File: config.mk
export PLATFORM = sky130hd
export DESIGN_NAME = wshb_arbiter_flat
export DESIGN_NICKNAME = d
export VERILOG_FILES = /design/src/rtl/wshb_if.sv /design/src/rtl/wshb_arbiter.sv /design/src/flat_wrapper.sv
export SDC_FILE = /design/constraint.sdc
export NUM_CORES = 1
export LEC_CHECK = 0
export CAP_MARGIN = 20
export CORE_AREA = 2 2 130 132
export DETAILED_ROUTE_END_ITERATION = 8
export DIE_AREA = 0 0 132 134
export PLACE_DENSITY = 0.53
export SYNTH_ARGS = -nofsm -noshare
export SYNTH_HDL_FRONTEND = slang
export SYNTH_SLANG_ARGS = --single-unit
File: constraint.sdc
create_clock -name sys_clk -period 2 [get_ports sys_clk]
set_input_delay 0.5 -clock sys_clk [delete_from_list [all_inputs] [get_ports sys_clk]]
set_output_delay 0.5 -clock sys_clk [all_outputs]
set_load 0.005 [all_outputs]
File: src/rtl/wshb_if.sv
// Wishbone B4 classic bus bundle with master and slave views.
interface wshb_if #(
  parameter int unsigned DATA_BYTES = 4
);
  logic                      cyc;
  logic                      stb;
  logic                      we;
  logic [31:0]               adr;
  logic [8*DATA_BYTES-1:0]   dat_ms;
  logic [8*DATA_BYTES-1:0]   dat_sm;
  logic [DATA_BYTES-1:0]     sel;
  logic [2:0]                cti;
  logic [1:0]                bte;
  logic                      ack;
  logic                      err;
  logic                      rty;

  modport master (
    output cyc, stb, we, adr, dat_ms, sel, cti, bte,
    input  dat_sm, ack, err, rty
  );

  modport slave (
    input  cyc, stb, we, adr, dat_ms, sel, cti, bte,
    output dat_sm, ack, err, rty
  );
endinterface

File: src/rtl/wshb_arbiter.sv
// Two-master / one-slave Wishbone arbiter; grant is held for a whole cyc,
// selection is round-robin or fixed-priority on ties.
module wshb_arbiter #(
  parameter bit FIXED_PRIO = 1'b0
) (
  input  logic         sys_clk,
  input  logic         sys_rst,
  wshb_if.slave        wshb_ifs_0,
  wshb_if.slave        wshb_ifs_1,
  wshb_if.master       wshb_ifm,
  output logic [1:0]   gnt
);

  typedef enum logic [1:0] {StIdle, StOwn0, StOwn1} state_e;

  state_e state_q, state_d;
  logic   last_q, last_d;
  logic   req0, req1;

  assign req0 = wshb_ifs_0.cyc;
  assign req1 = wshb_ifs_1.cyc;

  // Tie goes to master 0 under fixed priority, otherwise to the master != lst.
  function automatic state_e pick(input logic r0, input logic r1, input logic lst);
    if (r0 && r1)  return (FIXED_PRIO || lst) ? StOwn0 : StOwn1;
    else if (r0)   return StOwn0;
    else if (r1)   return StOwn1;
    else           return StIdle;
  endfunction

  always_ff @(posedge sys_clk or posedge sys_rst) begin
    if (sys_rst) begin
      state_q <= StIdle;
      last_q  <= 1'b1;
    end else begin
      state_q <= state_d;
      last_q  <= last_d;
    end
  end

  // An owner releasing cyc re-arbitrates in the same cycle, so a waiting
  // master is granted on the next edge without an idle gap.
  always_comb begin
    state_d = state_q;
    unique case (state_q)
      StIdle:  state_d = pick(req0, req1, last_q);
      StOwn0:  if (!req0) state_d = pick(1'b0, req1, 1'b0);
      StOwn1:  if (!req1) state_d = pick(req0, 1'b0, 1'b1);
      default: state_d = StIdle;
    endcase
  end

  always_comb begin
    last_d = last_q;
    if (state_d == StOwn0)      last_d = 1'b0;
    else if (state_d == StOwn1) last_d = 1'b1;
  end

  always_comb begin
    gnt = 2'b00;
    unique case (state_q)
      StOwn0:  gnt = 2'b01;
      StOwn1:  gnt = 2'b10;
      default: gnt = 2'b00;
    endcase
  end

  always_comb begin
    wshb_ifm.cyc    = 1'b0;
    wshb_ifm.stb    = 1'b0;
    wshb_ifm.we     = 1'b0;
    wshb_ifm.adr    = '0;
    wshb_ifm.dat_ms = '0;
    wshb_ifm.sel    = '0;
    wshb_ifm.cti    = '0;
    wshb_ifm.bte    = '0;
    if (gnt[0]) begin
      wshb_ifm.cyc    = wshb_ifs_0.cyc;
      wshb_ifm.stb    = wshb_ifs_0.stb & wshb_ifs_0.cyc;
      wshb_ifm.we     = wshb_ifs_0.we;
      wshb_ifm.adr    = wshb_ifs_0.adr;
      wshb_ifm.dat_ms = wshb_ifs_0.dat_ms;
      wshb_ifm.sel    = wshb_ifs_0.sel;
      wshb_ifm.cti    = wshb_ifs_0.cti;
      wshb_ifm.bte    = wshb_ifs_0.bte;
    end else if (gnt[1]) begin
      wshb_ifm.cyc    = wshb_ifs_1.cyc;
      wshb_ifm.stb    = wshb_ifs_1.stb & wshb_ifs_1.cyc;
      wshb_ifm.we     = wshb_ifs_1.we;
      wshb_ifm.adr    = wshb_ifs_1.adr;
      wshb_ifm.dat_ms = wshb_ifs_1.dat_ms;
      wshb_ifm.sel    = wshb_ifs_1.sel;
      wshb_ifm.cti    = wshb_ifs_1.cti;
      wshb_ifm.bte    = wshb_ifs_1.bte;
    end
  end

  assign wshb_ifs_0.ack    = gnt[0] & wshb_ifm.ack;
  assign wshb_ifs_0.err    = gnt[0] & wshb_ifm.err;
  assign wshb_ifs_0.rty    = gnt[0] & wshb_ifm.rty;
  assign wshb_ifs_1.ack    = gnt[1] & wshb_ifm.ack;
  assign wshb_ifs_1.err    = gnt[1] & wshb_ifm.err;
  assign wshb_ifs_1.rty    = gnt[1] & wshb_ifm.rty;
  assign wshb_ifs_0.dat_sm = wshb_ifm.dat_sm;
  assign wshb_ifs_1.dat_sm = wshb_ifm.dat_sm;

endmodule
File: src/flat_wrapper.sv
// flat-port wrapper written by rule: the top's interface ports become plain ports
module wshb_arbiter_flat 
#(
  parameter bit FIXED_PRIO = 1'b0
)
  (sys_clk, sys_rst, gnt, wshb_ifs_0_cyc, wshb_ifs_0_stb, wshb_ifs_0_we, wshb_ifs_0_adr, wshb_ifs_0_dat_ms, wshb_ifs_0_sel, wshb_ifs_0_cti, wshb_ifs_0_bte, wshb_ifs_0_dat_sm, wshb_ifs_0_ack, wshb_ifs_0_err, wshb_ifs_0_rty, wshb_ifs_1_cyc, wshb_ifs_1_stb, wshb_ifs_1_we, wshb_ifs_1_adr, wshb_ifs_1_dat_ms, wshb_ifs_1_sel, wshb_ifs_1_cti, wshb_ifs_1_bte, wshb_ifs_1_dat_sm, wshb_ifs_1_ack, wshb_ifs_1_err, wshb_ifs_1_rty, wshb_ifm_cyc, wshb_ifm_stb, wshb_ifm_we, wshb_ifm_adr, wshb_ifm_dat_ms, wshb_ifm_sel, wshb_ifm_cti, wshb_ifm_bte, wshb_ifm_dat_sm, wshb_ifm_ack, wshb_ifm_err, wshb_ifm_rty);
  wshb_if wshb_ifs_0_i ();
  wshb_if wshb_ifs_1_i ();
  wshb_if wshb_ifm_i ();
  input  logic sys_clk;
  input  logic sys_rst;
  output logic [1:0] gnt;
  input wire logic [$bits(wshb_ifs_0_i.cyc)-1:0] wshb_ifs_0_cyc;
  input wire logic [$bits(wshb_ifs_0_i.stb)-1:0] wshb_ifs_0_stb;
  input wire logic [$bits(wshb_ifs_0_i.we)-1:0] wshb_ifs_0_we;
  input wire logic [$bits(wshb_ifs_0_i.adr)-1:0] wshb_ifs_0_adr;
  input wire logic [$bits(wshb_ifs_0_i.dat_ms)-1:0] wshb_ifs_0_dat_ms;
  input wire logic [$bits(wshb_ifs_0_i.sel)-1:0] wshb_ifs_0_sel;
  input wire logic [$bits(wshb_ifs_0_i.cti)-1:0] wshb_ifs_0_cti;
  input wire logic [$bits(wshb_ifs_0_i.bte)-1:0] wshb_ifs_0_bte;
  output wire logic [$bits(wshb_ifs_0_i.dat_sm)-1:0] wshb_ifs_0_dat_sm;
  output wire logic [$bits(wshb_ifs_0_i.ack)-1:0] wshb_ifs_0_ack;
  output wire logic [$bits(wshb_ifs_0_i.err)-1:0] wshb_ifs_0_err;
  output wire logic [$bits(wshb_ifs_0_i.rty)-1:0] wshb_ifs_0_rty;
  input wire logic [$bits(wshb_ifs_1_i.cyc)-1:0] wshb_ifs_1_cyc;
  input wire logic [$bits(wshb_ifs_1_i.stb)-1:0] wshb_ifs_1_stb;
  input wire logic [$bits(wshb_ifs_1_i.we)-1:0] wshb_ifs_1_we;
  input wire logic [$bits(wshb_ifs_1_i.adr)-1:0] wshb_ifs_1_adr;
  input wire logic [$bits(wshb_ifs_1_i.dat_ms)-1:0] wshb_ifs_1_dat_ms;
  input wire logic [$bits(wshb_ifs_1_i.sel)-1:0] wshb_ifs_1_sel;
  input wire logic [$bits(wshb_ifs_1_i.cti)-1:0] wshb_ifs_1_cti;
  input wire logic [$bits(wshb_ifs_1_i.bte)-1:0] wshb_ifs_1_bte;
  output wire logic [$bits(wshb_ifs_1_i.dat_sm)-1:0] wshb_ifs_1_dat_sm;
  output wire logic [$bits(wshb_ifs_1_i.ack)-1:0] wshb_ifs_1_ack;
  output wire logic [$bits(wshb_ifs_1_i.err)-1:0] wshb_ifs_1_err;
  output wire logic [$bits(wshb_ifs_1_i.rty)-1:0] wshb_ifs_1_rty;
  output wire logic [$bits(wshb_ifm_i.cyc)-1:0] wshb_ifm_cyc;
  output wire logic [$bits(wshb_ifm_i.stb)-1:0] wshb_ifm_stb;
  output wire logic [$bits(wshb_ifm_i.we)-1:0] wshb_ifm_we;
  output wire logic [$bits(wshb_ifm_i.adr)-1:0] wshb_ifm_adr;
  output wire logic [$bits(wshb_ifm_i.dat_ms)-1:0] wshb_ifm_dat_ms;
  output wire logic [$bits(wshb_ifm_i.sel)-1:0] wshb_ifm_sel;
  output wire logic [$bits(wshb_ifm_i.cti)-1:0] wshb_ifm_cti;
  output wire logic [$bits(wshb_ifm_i.bte)-1:0] wshb_ifm_bte;
  input wire logic [$bits(wshb_ifm_i.dat_sm)-1:0] wshb_ifm_dat_sm;
  input wire logic [$bits(wshb_ifm_i.ack)-1:0] wshb_ifm_ack;
  input wire logic [$bits(wshb_ifm_i.err)-1:0] wshb_ifm_err;
  input wire logic [$bits(wshb_ifm_i.rty)-1:0] wshb_ifm_rty;
  assign wshb_ifs_0_i.cyc = wshb_ifs_0_cyc;
  assign wshb_ifs_0_i.stb = wshb_ifs_0_stb;
  assign wshb_ifs_0_i.we = wshb_ifs_0_we;
  assign wshb_ifs_0_i.adr = wshb_ifs_0_adr;
  assign wshb_ifs_0_i.dat_ms = wshb_ifs_0_dat_ms;
  assign wshb_ifs_0_i.sel = wshb_ifs_0_sel;
  assign wshb_ifs_0_i.cti = wshb_ifs_0_cti;
  assign wshb_ifs_0_i.bte = wshb_ifs_0_bte;
  assign wshb_ifs_0_dat_sm = wshb_ifs_0_i.dat_sm;
  assign wshb_ifs_0_ack = wshb_ifs_0_i.ack;
  assign wshb_ifs_0_err = wshb_ifs_0_i.err;
  assign wshb_ifs_0_rty = wshb_ifs_0_i.rty;
  assign wshb_ifs_1_i.cyc = wshb_ifs_1_cyc;
  assign wshb_ifs_1_i.stb = wshb_ifs_1_stb;
  assign wshb_ifs_1_i.we = wshb_ifs_1_we;
  assign wshb_ifs_1_i.adr = wshb_ifs_1_adr;
  assign wshb_ifs_1_i.dat_ms = wshb_ifs_1_dat_ms;
  assign wshb_ifs_1_i.sel = wshb_ifs_1_sel;
  assign wshb_ifs_1_i.cti = wshb_ifs_1_cti;
  assign wshb_ifs_1_i.bte = wshb_ifs_1_bte;
  assign wshb_ifs_1_dat_sm = wshb_ifs_1_i.dat_sm;
  assign wshb_ifs_1_ack = wshb_ifs_1_i.ack;
  assign wshb_ifs_1_err = wshb_ifs_1_i.err;
  assign wshb_ifs_1_rty = wshb_ifs_1_i.rty;
  assign wshb_ifm_cyc = wshb_ifm_i.cyc;
  assign wshb_ifm_stb = wshb_ifm_i.stb;
  assign wshb_ifm_we = wshb_ifm_i.we;
  assign wshb_ifm_adr = wshb_ifm_i.adr;
  assign wshb_ifm_dat_ms = wshb_ifm_i.dat_ms;
  assign wshb_ifm_sel = wshb_ifm_i.sel;
  assign wshb_ifm_cti = wshb_ifm_i.cti;
  assign wshb_ifm_bte = wshb_ifm_i.bte;
  assign wshb_ifm_i.dat_sm = wshb_ifm_dat_sm;
  assign wshb_ifm_i.ack = wshb_ifm_ack;
  assign wshb_ifm_i.err = wshb_ifm_err;
  assign wshb_ifm_i.rty = wshb_ifm_rty;
  wshb_arbiter #(.FIXED_PRIO(FIXED_PRIO)) u_core (.sys_clk(sys_clk), .sys_rst(sys_rst), .wshb_ifs_0(wshb_ifs_0_i), .wshb_ifs_1(wshb_ifs_1_i), .wshb_ifm(wshb_ifm_i), .gnt(gnt));
endmodule
==> results <==
## final timing paths
check | to | slack [ns] | depth (start not counted)
min in group sys_clk | u_core.last_q | 0.48 | 2
worst max register to register | u_core.last_q | 0.28 | 8
worst max-delay path | wshb_ifm_adr[9] | -0.20 | 8
max in group asynchronous | u_core.last_q | 1.33 | 2
worst min-delay path | u_core.state_q[0] | 0.45 | 2
worst min register to register | u_core.last_q | 0.48 | 2
## metrics by stage
| step | TNS [ns] | hold WS (ns) |
|---|---|---|
| 2_1_floorplan | 0 | 0.253 |
| 3_3_place_gp | -9.63 | 0.466 |
| 3_5_place_dp | -9.97 | 0.475 |
| 4_1_cts | -9.51 | 0.454 |
| 5_1_grt | -10.99 | 0.468 |
| 6_report | -7.33 | 0.455 |
## layer usage
metal / global-route usage [%] / wire (um) / up-vias
met5: 0 / 13 / -
met1: 12.1 / 4330 / 1096
li1: - / - / 1069
met4: 3.38 / 306 / 2
met3: 3.36 / 1070 / 28
met2: 21.0 / 5900 / 185
## cell usage after synthesis
library cell / n
a21o_1: 1
a21oi_1: 1
a22o_1: 74
and2_1: 6
buf_2: 11
buf_4: 64
buf_6: 8
dfrtp_1: 2
dfstp_2: 1
ha_1: 1
inv_1: 2
mux2i_1: 2
nand2_1: 2
nand2b_1: 2
nand3_1: 1
nor2_1: 2
nor2b_1: 3
nor3b_1: 1
o22ai_1: 1
o2bb2ai_1: 1
## worst register-to-register path: cells and delay by family, from the launching register on
family                     cells  cell delay, ns
AOI/OAI and AO/OA              1            0.18
buffers and inverters          4            0.51
and+or+nand+nor                1            0.14
muxes                          1            0.16
DFF                            1            0.38
adders and majority gates      1            0.28
## power groups by stage
stage / sequential (mW) / clock [mW] / combinational, mW
after floorplan: 0.102 / 0 / 1.01
after global placement: 0.111 / 0 / 2.27
after detailed placement: 0.110 / 0 / 2.29
after CTS: 0.106 / 0.331 / 2.76
after global routing: 0.110 / 0.340 / 3.08
final: 0.106 / 0.325 / 2.90
## cell families (layout without fill, tap and decap cells)
logic type / after synthesis / in the layout / share of synthesized area, %
other: 0 / 1 / 0
adders and majority gates: 1 / 1 / 0.826
AOI/OAI and AO/OA: 78 / 78 / 44.6
DFF: 3 / 3 / 5.04
and+or+nand+nor: 17 / 17 / 6.36
buffers and inverters: 85 / 299 / 41.8
muxes: 2 / 2 / 1.32
## final cells by class
class / count / area, um2 / share of cell area [%]
antenna: 1 / 2.50 / 0.0612
multi-input combinational: 98 / 858 / 21.0
timing repair buffer: 293 / 2790 / 68.2
inverter: 2 / 7.51 / 0.184
sequential: 3 / 76.3 / 1.87
clock buffer: 4 / 78.8 / 1.93
tap: 220 / 275 / 6.73
## timing repair
item                                    CTS  global route
buffers inserted                         19            14
pin swaps                                12            33
resized for setup                       229           105
endpoints found under the setup margin   84            80
cloned                                    7             7
## state kept, by name (all words and copies together) (netlist names)
signal	cells
u_core.state_q	2
u_core.last_q	1
==> impl_metrics.yaml <==
run_status:
  status: "complete, but fails checks"
  violations: "negative setup slack"
final_layout:
  final_nets: 591
  nFillCells: 1770
  area_delta_synth_final_pct: 170
  final_cells: 621
  final_util_pct: 25.1
  final_common_cell: "clkdlybuf4s50_1"
  layout-drive-gt1-share_pct: 37.0
  final_area_um2: 4090
  final_cell_mix: "clkdlybuf4s50_1, a22o_1, buf_2"
clocking:
  clkTransAtPathRegs_ns: 0.03
  htree_num_levels: 1
  cts_sinks: 3
  root_buffer: "clkbuf_16"
  cts.path.max_buffers: 2
  clock_latency_ns: 0.23
  numCtsBuffers: 3
  cts_tree: "built"
  cts_hold_buf: 0
timing:
  relSlewSlack_pct: 82.8
  finalSetupViolCount: 64
  final.period_utilization_pct: 110
  fin_skew_ns: 0.000667
  slew_viol_final: 0
  fmax_ghz: 0.454
  final.min_clock_period_ns: 2.20
  rsz0062_at_grt: "yes"
  hold_viol_final: 0
  worstMarginPinSlew_ns: 0.258
  fin_ws_ns: -0.202
pwr:
  vdd_ir_drop_max_v: 0.000368
  power_mw: 3.33
  switching_share_pct: 36.7
  intPower_mw: 2.11
  power_density_nw_per_um2: 815
  pwr-share-clk_pct: 9.8
  power_switching_mw: 1.22
  leakage_nw: 1.88
  pwr-share-comb_pct: 87.1
  seq_power_share_pct: 3.2
drt:
  vias_per_cell: 3.83
  antenna_left: 0
  wl_per_cell_um: 18.7
  drc_errors: 0
  drt_iter0_drc: 72
  firstDrtPassIters: 4
  dr_total_vias: 2380
  drt_wl_total_um: 11600
placement:
  place_ws_ns: -0.274
  place.gp.congestion: 0.852
  place_area_um2: 3690
  placed_cells: 574
  numPortBuffers: 240
  dp_hpwl_um: 7510
worst_setup_path:
  cp.arrival_ns: 1.70
  cp_common_cell: "buf_8"
  critPathKind: "flop to primary output"
  cp_cell_sequence: "buf_4, nor2b_4, buf_12, buf_8, buf_8, buf_6, a22o_1, buf_2"
  cp_top_family: "buffers and inverters"
  slowest_stage: "dfrtp_1"
  crit_buf_inv: 6
  critPathMaxFanout: 4
  crit_start: "u_core.state_q[1]"
  r2r-start: "u_core.state_q[1]"
  worstSetupEndpointType: "primary output"
  slowest_delay_ns: 0.38
  crit_required_ns: 1.50
  worstSetupStartpointType: "flop"
synth:
  syn-cell-area_um2: 1510
  synth.distinct_cells: 20
  synth_seq_cells: 3
  yosys.area.top_type: "a22o_1"
  ys_warn_count: 0
  synth.yosys.seq_area_share_pct: 5.04
  syn_inst: 186
  syn_avg_cell_area_um2: 8.14
  syn_nets: 376
  synth.area.top_cells: "a22o_1, buf_4, buf_6, buf_2, dfrtp_1"
  synth_top_area_share_pct: 42.8
die:
  dieArea_um2: 17700
  die_w_um: 132
  core_um2: 16300
  floorplan.initialDensity_pct: 9.29
  die_h_um: 134
  io_pins: 337
  fp-row-count: 47
global_routing:
  track_usage_pct: 11.2
  grt_first_pass_wirelength_um: 15100
  overflow: 0
  grt_start_max_net_pins: 21
  antenna_found_initial: 2
  grt_pass1_vias: 2508
job:
  cap_violations: 0
min_path:
  hold_class: "input pin to asynchronous set/reset pin"
No activity file was read; power rests on OpenSTA's default activity.
